--- src/rtl/bank_power_sequencer.sv ---
// bank_power_sequencer
//   Per-bank power sequencer for the eDRAM macro. Each bank walks OFF -> WAKING -> ACTIVE ->
//   STANDBY -> OFF under programmable timeouts and drives the array power switch (pwr_en) and
//   reverse-body-bias (rbb_en) enables. An inrush limiter admits at most MAX_WAKE banks into
//   WAKING at once, lowest bank index first.
//   Optional feature: define BANK_PWR_FORCE_OFF_EN to add the force_off input, which sends an
//   idle ACTIVE/STANDBY bank straight to OFF. Without it, banks reach OFF only by sleep timeout.
module bank_power_sequencer #(
  parameter int NUM_BANKS = 16,
  parameter int WAKE_CYC  = 50,
  parameter int IDLE_CYC  = 150,
  parameter int SLEEP_CYC = 1000,
  parameter int MAX_WAKE  = 2
) (
  input  logic                 clk,
  input  logic                 rst,
  input  logic [NUM_BANKS-1:0] req,
  input  logic [NUM_BANKS-1:0] busy,
`ifdef BANK_PWR_FORCE_OFF_EN
  input  logic [NUM_BANKS-1:0] force_off,
`endif
  output logic [NUM_BANKS-1:0] bank_ready,
  output logic [NUM_BANKS-1:0] pwr_en,
  output logic [NUM_BANKS-1:0] rbb_en,
  output logic [NUM_BANKS-1:0] waking,
  output logic [6:0]           wake_cnt
);

  // ---------------------------------------------------------------------------
  // Derived constants
  // ---------------------------------------------------------------------------
  localparam int MAX_WI  = (WAKE_CYC > IDLE_CYC) ? WAKE_CYC : IDLE_CYC;
  localparam int MAX_CYC = (MAX_WI > SLEEP_CYC) ? MAX_WI : SLEEP_CYC;
  localparam int CNT_W   = $clog2(MAX_CYC) + 1;

  // Sparse 3-bit encoding so that corrupted state values are detectable and
  // can be steered back to OFF.
  localparam logic [2:0] ST_OFF     = 3'b000;
  localparam logic [2:0] ST_WAKING  = 3'b001;
  localparam logic [2:0] ST_ACTIVE  = 3'b010;
  localparam logic [2:0] ST_STANDBY = 3'b100;

  localparam logic [CNT_W-1:0] CNT_ZERO   = '0;
  localparam logic [CNT_W-1:0] CNT_ONE    = CNT_W'(1);
  localparam logic [CNT_W-1:0] WAKE_LAST  = CNT_W'(WAKE_CYC - 1);
  localparam logic [CNT_W-1:0] IDLE_LAST  = CNT_W'(IDLE_CYC - 1);
  localparam logic [CNT_W-1:0] SLEEP_LAST = CNT_W'(SLEEP_CYC - 1);
  localparam logic [6:0]       MAX_WAKE_N = 7'(MAX_WAKE);

  // ---------------------------------------------------------------------------
  // Parameter range checks (elaboration time)
  // ---------------------------------------------------------------------------
  if (NUM_BANKS < 1 || NUM_BANKS > 64) begin : g_chk_num_banks
    $error("bank_power_sequencer: NUM_BANKS must be in 1..64");
  end
  if (WAKE_CYC < 1) begin : g_chk_wake_cyc
    $error("bank_power_sequencer: WAKE_CYC must be >= 1");
  end
  if (IDLE_CYC < 1) begin : g_chk_idle_cyc
    $error("bank_power_sequencer: IDLE_CYC must be >= 1");
  end
  if (SLEEP_CYC < 1) begin : g_chk_sleep_cyc
    $error("bank_power_sequencer: SLEEP_CYC must be >= 1");
  end
  if (MAX_WAKE < 1 || MAX_WAKE > NUM_BANKS) begin : g_chk_max_wake
    $error("bank_power_sequencer: MAX_WAKE must be in 1..NUM_BANKS");
  end

  // ---------------------------------------------------------------------------
  // Per-bank state
  // ---------------------------------------------------------------------------
  logic [2:0]       state_q [NUM_BANKS];
  logic [2:0]       state_d [NUM_BANKS];
  logic [CNT_W-1:0] cnt_q   [NUM_BANKS];
  logic [CNT_W-1:0] cnt_d   [NUM_BANKS];

  logic [NUM_BANKS-1:0] grant;       // OFF bank admitted into WAKING this cycle
  logic [NUM_BANKS-1:0] activity;    // bank is wanted: request or access in flight
  logic [NUM_BANKS-1:0] force_idle;  // forced shutdown request not overridden by req/busy
  logic [6:0]           wake_cnt_d;

  assign activity = req | busy;

`ifdef BANK_PWR_FORCE_OFF_EN
  assign force_idle = force_off & ~req & ~busy;
`else
  assign force_idle = '0;
`endif

  // Inrush limiter: hand the free wake slots to the lowest-index requesting OFF banks.
  always_comb begin
    logic [6:0] slots_left;
    grant = '0;
    // NOTE: slots_left is a running tally inside one combinational pass, so it is
    // updated with blocking assignments; registered state below only ever uses <=.
    slots_left = MAX_WAKE_N - wake_cnt;
    for (int i = 0; i < NUM_BANKS; i++) begin
      if (req[i] && (state_q[i] == ST_OFF) && (slots_left != 7'd0)) begin
        grant[i]   = 1'b1;
        slots_left = slots_left - 7'd1;
      end
    end
  end

  // Next-state and counter update for every bank.
  always_comb begin
    for (int i = 0; i < NUM_BANKS; i++) begin
      // NOTE: every path starts from hold-current defaults, so no latch can be inferred.
      state_d[i] = state_q[i];
      cnt_d[i]   = cnt_q[i];
      case (state_q[i])
        ST_OFF: begin
          cnt_d[i] = CNT_ZERO;
          if (grant[i]) begin
            state_d[i] = ST_WAKING;
          end
        end

        // A wake always runs to completion, even if req drops part-way.
        ST_WAKING: begin
          if (cnt_q[i] == WAKE_LAST) begin
            state_d[i] = ST_ACTIVE;
            cnt_d[i]   = CNT_ZERO;
          end else begin
            cnt_d[i] = cnt_q[i] + CNT_ONE;
          end
        end

        // Idle timer restarts on any activity; activity on the final idle cycle
        // cancels the drop into STANDBY.
        ST_ACTIVE: begin
          if (activity[i]) begin
            cnt_d[i] = CNT_ZERO;
          end else if (force_idle[i]) begin
            state_d[i] = ST_OFF;
            cnt_d[i]   = CNT_ZERO;
          end else if (cnt_q[i] == IDLE_LAST) begin
            state_d[i] = ST_STANDBY;
            cnt_d[i]   = CNT_ZERO;
          end else begin
            cnt_d[i] = cnt_q[i] + CNT_ONE;
          end
        end

        // Retention wake needs no inrush slot; a request beats the sleep timeout.
        ST_STANDBY: begin
          if (req[i]) begin
            state_d[i] = ST_ACTIVE;
            cnt_d[i]   = CNT_ZERO;
          end else if (force_idle[i]) begin
            state_d[i] = ST_OFF;
            cnt_d[i]   = CNT_ZERO;
          end else if (cnt_q[i] == SLEEP_LAST) begin
            state_d[i] = ST_OFF;
            cnt_d[i]   = CNT_ZERO;
          end else begin
            cnt_d[i] = cnt_q[i] + CNT_ONE;
          end
        end

        default: begin
          state_d[i] = ST_OFF;
          cnt_d[i]   = CNT_ZERO;
        end
      endcase
    end
  end

  // Number of banks that will be in WAKING after this edge.
  always_comb begin
    wake_cnt_d = '0;
    for (int i = 0; i < NUM_BANKS; i++) begin
      if (state_d[i] == ST_WAKING) begin
        wake_cnt_d = wake_cnt_d + 7'd1;
      end
    end
  end

  // State, counters and the wake occupancy register.
  always_ff @(posedge clk or posedge rst) begin
    if (rst) begin
      // NOTE: these per-bank arrays are ordinary flops, not RAM, so they take the
      // async reset like any other register.
      for (int i = 0; i < NUM_BANKS; i++) begin
        state_q[i] <= ST_OFF;
        cnt_q[i]   <= CNT_ZERO;
      end
      wake_cnt <= '0;
    end else begin
      for (int i = 0; i < NUM_BANKS; i++) begin
        state_q[i] <= state_d[i];
        cnt_q[i]   <= cnt_d[i];
      end
      wake_cnt <= wake_cnt_d;
    end
  end

  // Outputs decoded purely from registered state.
  always_comb begin
    bank_ready = '0;
    pwr_en     = '0;
    rbb_en     = '0;
    waking     = '0;
    for (int i = 0; i < NUM_BANKS; i++) begin
      bank_ready[i] = (state_q[i] == ST_ACTIVE);
      pwr_en[i]     = (state_q[i] != ST_OFF);
      rbb_en[i]     = (state_q[i] == ST_STANDBY);
      waking[i]     = (state_q[i] == ST_WAKING);
    end
  end

endmodule

--- config.mk ---
export PLATFORM = sky130hd
export DESIGN_NAME = bank_power_sequencer
export DESIGN_NICKNAME = d
export VERILOG_FILES = /design/src/rtl/bank_power_sequencer.sv
export SDC_FILE = /design/constraint.sdc
export NUM_CORES = 1
export LEC_CHECK = 0
export ABC_AREA = 1
export CORE_ASPECT_RATIO = 1.4
export CORE_MARGIN = 4
export CORE_UTILIZATION = 50
export CTS_CLUSTER_DIAMETER = 40
export CTS_CLUSTER_SIZE = 25
export DETAILED_ROUTE_END_ITERATION = 16
export GPL_TIMING_DRIVEN = 0
export PLACE_DENSITY_LB_ADDON = 0.2
export SYNTH_ARGS = -nofsm -noshare
export SYNTH_HDL_FRONTEND = slang
export SYNTH_SLANG_ARGS = --single-unit
--- constraint.sdc ---
create_clock -name clk -period 20.9 [get_ports clk]
set_clock_uncertainty 0.1 [all_clocks]
set_input_delay 6.27 -clock clk [delete_from_list [all_inputs] [get_ports clk]]
set_output_delay 6.27 -clock clk [all_outputs]
set_load 0.005 [all_outputs]
Word-level counts from Yosys, hierarchy flattened
Index checks and enable logic that the tools add are counted.

Logic and storage cells: 528. Register bits: 231.

Eq/ne operators: 112. Reduce and logical (&&, ||, !) cells: 80. Multiplexer cells: 255. $add $sub $neg: 47. Bitwise logic cells: 1.

Operators with widths (count): $mux W11 (80); $pmux W11 S3 (16); $mux W3 (96); $mux W7 (30); $pmux W3 S4 (16); $add A11 B1 Y11 const B (16); $eq A11 B10 Y1 const B (16); $eq A11 B6 Y1 const B (16); $eq A11 B8 Y1 const B (16); $reduce_bool A7 Y1 (16); $add A7 B1 Y7 const B (15); $sub A7 B1 Y7 const B (15); $eq A3 B1 Y1 const B (32); $eq A3 B2 Y1 const B (16); $eq A3 B3 Y1 const B (16); $logic_not A3 Y1 (16); $reduce_bool A3 Y1 (16); $logic_and A1 B1 Y1 (32); $mux W1 (17); $or A16 B16 Y16 (1); $sub A2 B7 Y7 const A (1).

Depth between registers and ports, before layout
Word-level depth: 53. Gate-level depth with buffers: 120. Depth with buffers taken out: 117.

Worst setup path before layout
No wires, ideal clock.

Kind: input -> register. Start: input req[0]. End: register wake_cnt[6]. Setup slack: 2.718 ns. Data arrival time: 17.961 ns. Library setup time: 0.120 ns. Cell stages on the path: 112. Buffers on the path: 5. Cells stage by stage: inv_6 nor2_8 nand2_2 nand2_1 nand2_1 inv_1 ha_1 inv_1 nor2_1 nand3_4 nand2_4 buf_8 nand2_4 nand2_2 ha_1 inv_1 nor2_2 nand2_4 (+76 left out) nor2_1 nand3_2 nand2_4 xor2_1 ha_1 inv_1 nor2_2 nand2_2 nand2_2 nand2_4 xor2_1 inv_2 ha_1 nand3_1 nor2_2 nand2_2 o21ai_1 nand2_1.

RTL lines: start, declared (RTL line 17) `input logic [NUM_BANKS-1:0] req,`; end signal, assigned (RTL line 194) `wake_cnt <= wake_cnt_d;`; end, declared (RTL line 26) `output logic [6:0] wake_cnt`.

==> load_flow_metrics.sql <==
INSERT INTO impl_metrics (metric_group, metric, value, unit) VALUES
('placed_design', 'hpwlAfterDp', '32000', 'um'),
('synth', 'yosys_warnings', '0', ''),
('floorplanning', 'floorplan.die.width', '173', 'um'),
('drt', 'drtPass1Iterations', '5', ''),
('floorplanning', 'core_region', '37600', 'um^2'),
('placed_design', 'postPlaceCellArea', '20800', 'um^2'),
('synth', 'synth_area_leaders', 'sky130_fd_sc_hd__dfrtp_1 (30%), sky130_fd_sc_hd__nand2_1 (10%), sky130_fd_sc_hd__inv_1 (9.6%)', ''),
('drt', 'drt-total-wl', '40800', 'um'),
('critical_path', 'worst_path_dominant_cell_family', 'simple AND/OR/NAND/NOR gates', ''),
('synth', 'postSynth.topFlopCell', 'sky130_fd_sc_hd__dfrtp_1', ''),
('critical_path', 'timing.critical_path.buf_inv', '19', ''),
('drt', 'wire_per_inst', '12.2', 'um'),
('clocking', 'clk_transition_reported_paths', '0.06', 'ns'),
('hold_path', 'worst_hold_check_path_type', 'reg -> reg', ''),
('cells_and_area', 'final_net_count', '2949', ''),
('placed_design', 'placement.setup.worst_slack', '0.392', 'ns'),
('flow_run', 'drv_cap', '0', ''),
('synth', 'yosysTopAreaCell', 'sky130_fd_sc_hd__dfrtp_1', ''),
('global_route', 'first_pass_grt_wire_length', '72000', 'um'),
('global_route', 'grt_start_max_net_pins', '82', ''),
('sta', 'setup_slack', '1.34', 'ns'),
('placed_design', 'io_buffers', '104', ''),
('cells_and_area', 'mostFrequentLayoutCells', 'sky130_fd_sc_hd__nand2_1 (524), sky130_fd_sc_hd__inv_1 (486), sky130_fd_sc_hd__nand3_1 (297)', ''),
('global_route', 'grt_overflow', '0', ''),
('synth', 'seq_area_frac_synth', '30.3', '%'),
('clocking', 'cts.sinks', '231', ''),
('clocking', 'cts_setup_buffers', '0', ''),
('cells_and_area', 'area_growth', '16.1', '%'),
('global_route', 'grt_pass1_vias', '16982', ''),
('floorplanning', 'placement_rows', '84', ''),
('global_route', 'gr-usage-all-layers', '19.8', '%'),
('clocking', 'clock_tree.buffer_depth', '3', ''),
('cells_and_area', 'layout-drive-gt1-share', '14.9', '%'),
('critical_path', 'reg2reg_from', 'wake_cnt[0]$_DFF_PP0_', ''),
('cells_and_area', 'multi_input_area', '11200', 'um^2'),
('clocking', 'cts.htree.levels', '2', ''),
('synth', 'syn_inst', '2706', ''),
('synth', 'ys_async_sr_fraction', '100', '%'),
('cells_and_area', 'ant_diodes', '0', ''),
('drt', 'vias', '17248', ''),
('clocking', 'cts_buffers', '38', ''),
('floorplanning', 'ioPinCount', '105', ''),
('sta', 'max_clock_freq', '51.1', 'MHz'),
('sta', 'grt_setup_unrepaired', 'false', ''),
('clocking', 'cts_tree', 'done', ''),
('synth', 'yosys_top_cell_area_share', '30.3', '%'),
('drt', 'post_drt_via_cell_ratio', '5.14', ''),
('critical_path', 'critPathSlowestCell', 'sky130_fd_sc_hd__ha_1', ''),
('floorplanning', 'initial_utilization', '50.7', '%'),
('sta', 'slew_headroom', '14.4', '%'),
('clocking', 'clk-insertion-delay-late', '0.53', 'ns'),
('synth', 'synth_edf_count', '0', ''),
('drt', 'antenna_left', '0', ''),
('sta', 'final_setup_violation_count', '0', ''),
('sta', 'tightestPinTransition', '1.27', 'ns'),
('critical_path', 'critical_path_arrival', '19.88', 'ns'),
('sta', 'finalSetupTns', '0', 'ns'),
('synth', 'synth_cell_area', '19100', 'um^2'),
('global_route', 'grt_antenna_before_repair', '0', ''),
('critical_path', 'timing.critical_path.depth', '114', ''),
('critical_path', 'crit_fanout', '10', ''),
('cells_and_area', 'final-seq-area', '5780', 'um^2'),
('critical_path', 'crit_path_start_kind', 'primary input', ''),
('outcome', 'status', 'finished, final reports clean', ''),
('critical_path', 'worstSetupStartpoint', 'req[0]', ''),
('critical_path', 'rr_worst_depth', '117', ''),
('critical_path', 'cpPeakStageDelay', '0.23', 'ns'),
('synth', 'syn_area_cell', '7.04', 'um^2'),
('synth', 'synth.ff_latch_count', '231', ''),
('critical_path', 'cp_common_cell', 'sky130_fd_sc_hd__nand2_2', ''),
('floorplanning', 'chipHeight', '239', 'um');
[cell usage after synthesis (all sizes together) (2+ instances only)]
library cell and n:
a221o 3, nand3b 42, o21bai 2, a21oi 23, a22oi 4, clkinv 7, o41ai 5, nand3 330
o21ai 65, a31o 5, xor2 73, a41oi 2, nor4b 2, dfrtp 231, nor3 120, nor4 24
ha 63, nand2 712, o31ai 2, nor2 302, inv 516, o221ai 2, a211o 2, or3 6
o21a 3, nor3b 7, clkbuf 7, a21o 2, or2 29, o211ai 4, and2 2, buf 5
o311ai 14, nand4 60, xnor2 24
[state kept, by name, summed over array words and instances, names as in the netlist]
signal,cells
cnt_q,176
state_q,48
wake_cnt,7
[final timing paths]
kind,endpoint,slack [ns]
max,wake_cnt[6]$_DFF_PP0_,1.34
min,cnt_q[121]$_DFF_PP0_,0.39
max reg2reg,wake_cnt[6]$_DFF_PP0_,6.05
min reg2reg,cnt_q[121]$_DFF_PP0_,0.39
max in group asynchronous,cnt_q[157]$_DFF_PP0_,13.43
min in group asynchronous,state_q[2]$_DFF_PP0_,6.10
[timing repair]
| action | 4_1_cts | 5_1_grt |
|---|---|---|
| setup endpoints to repair | 0 | 7 |
| hold buffers | 0 | 0 |
| resized for setup | 0 | 2 |
[kinds of logic after synthesis]
family | share of synthesized area, %
compound gates | 4.90
xor+xnor | 4.63
fa+ha+maj | 4.14
buf+inv | 11.0
flops | 30.3
simple gates | 45.0
[layer usage]
metal	track usage (%)	routed length, um
met2	38.7	21700
met1	22.2	17200
met5	0	0
met4	5.30	661
met3	2.96	1310
[stage by stage]
step                std cells  hold slack (ns)
detailed placement       3285            0.384
floorplan                2706            0.359
global route             3354            0.416
CTS                      3354            0.392
finish                   3354            0.390
global placement         3283            0.375
[final cells by class]
cell class / count / area share, %
Buffer: 12 / 0.492
Clock buffer: 43 / 4.76
Clock inverter: 26 / 1.40
Inverter: 523 / 9.01
Multi-Input combinational cell: 1940 / 50.6
Sequential cell: 231 / 26.1
Tap cell: 473 / 2.67
Timing Repair Buffer: 106 / 4.96
Power is left out: the tool's default activity adds up to more than one toggle a clock period on the data nets, which glitch-free logic cannot reach.
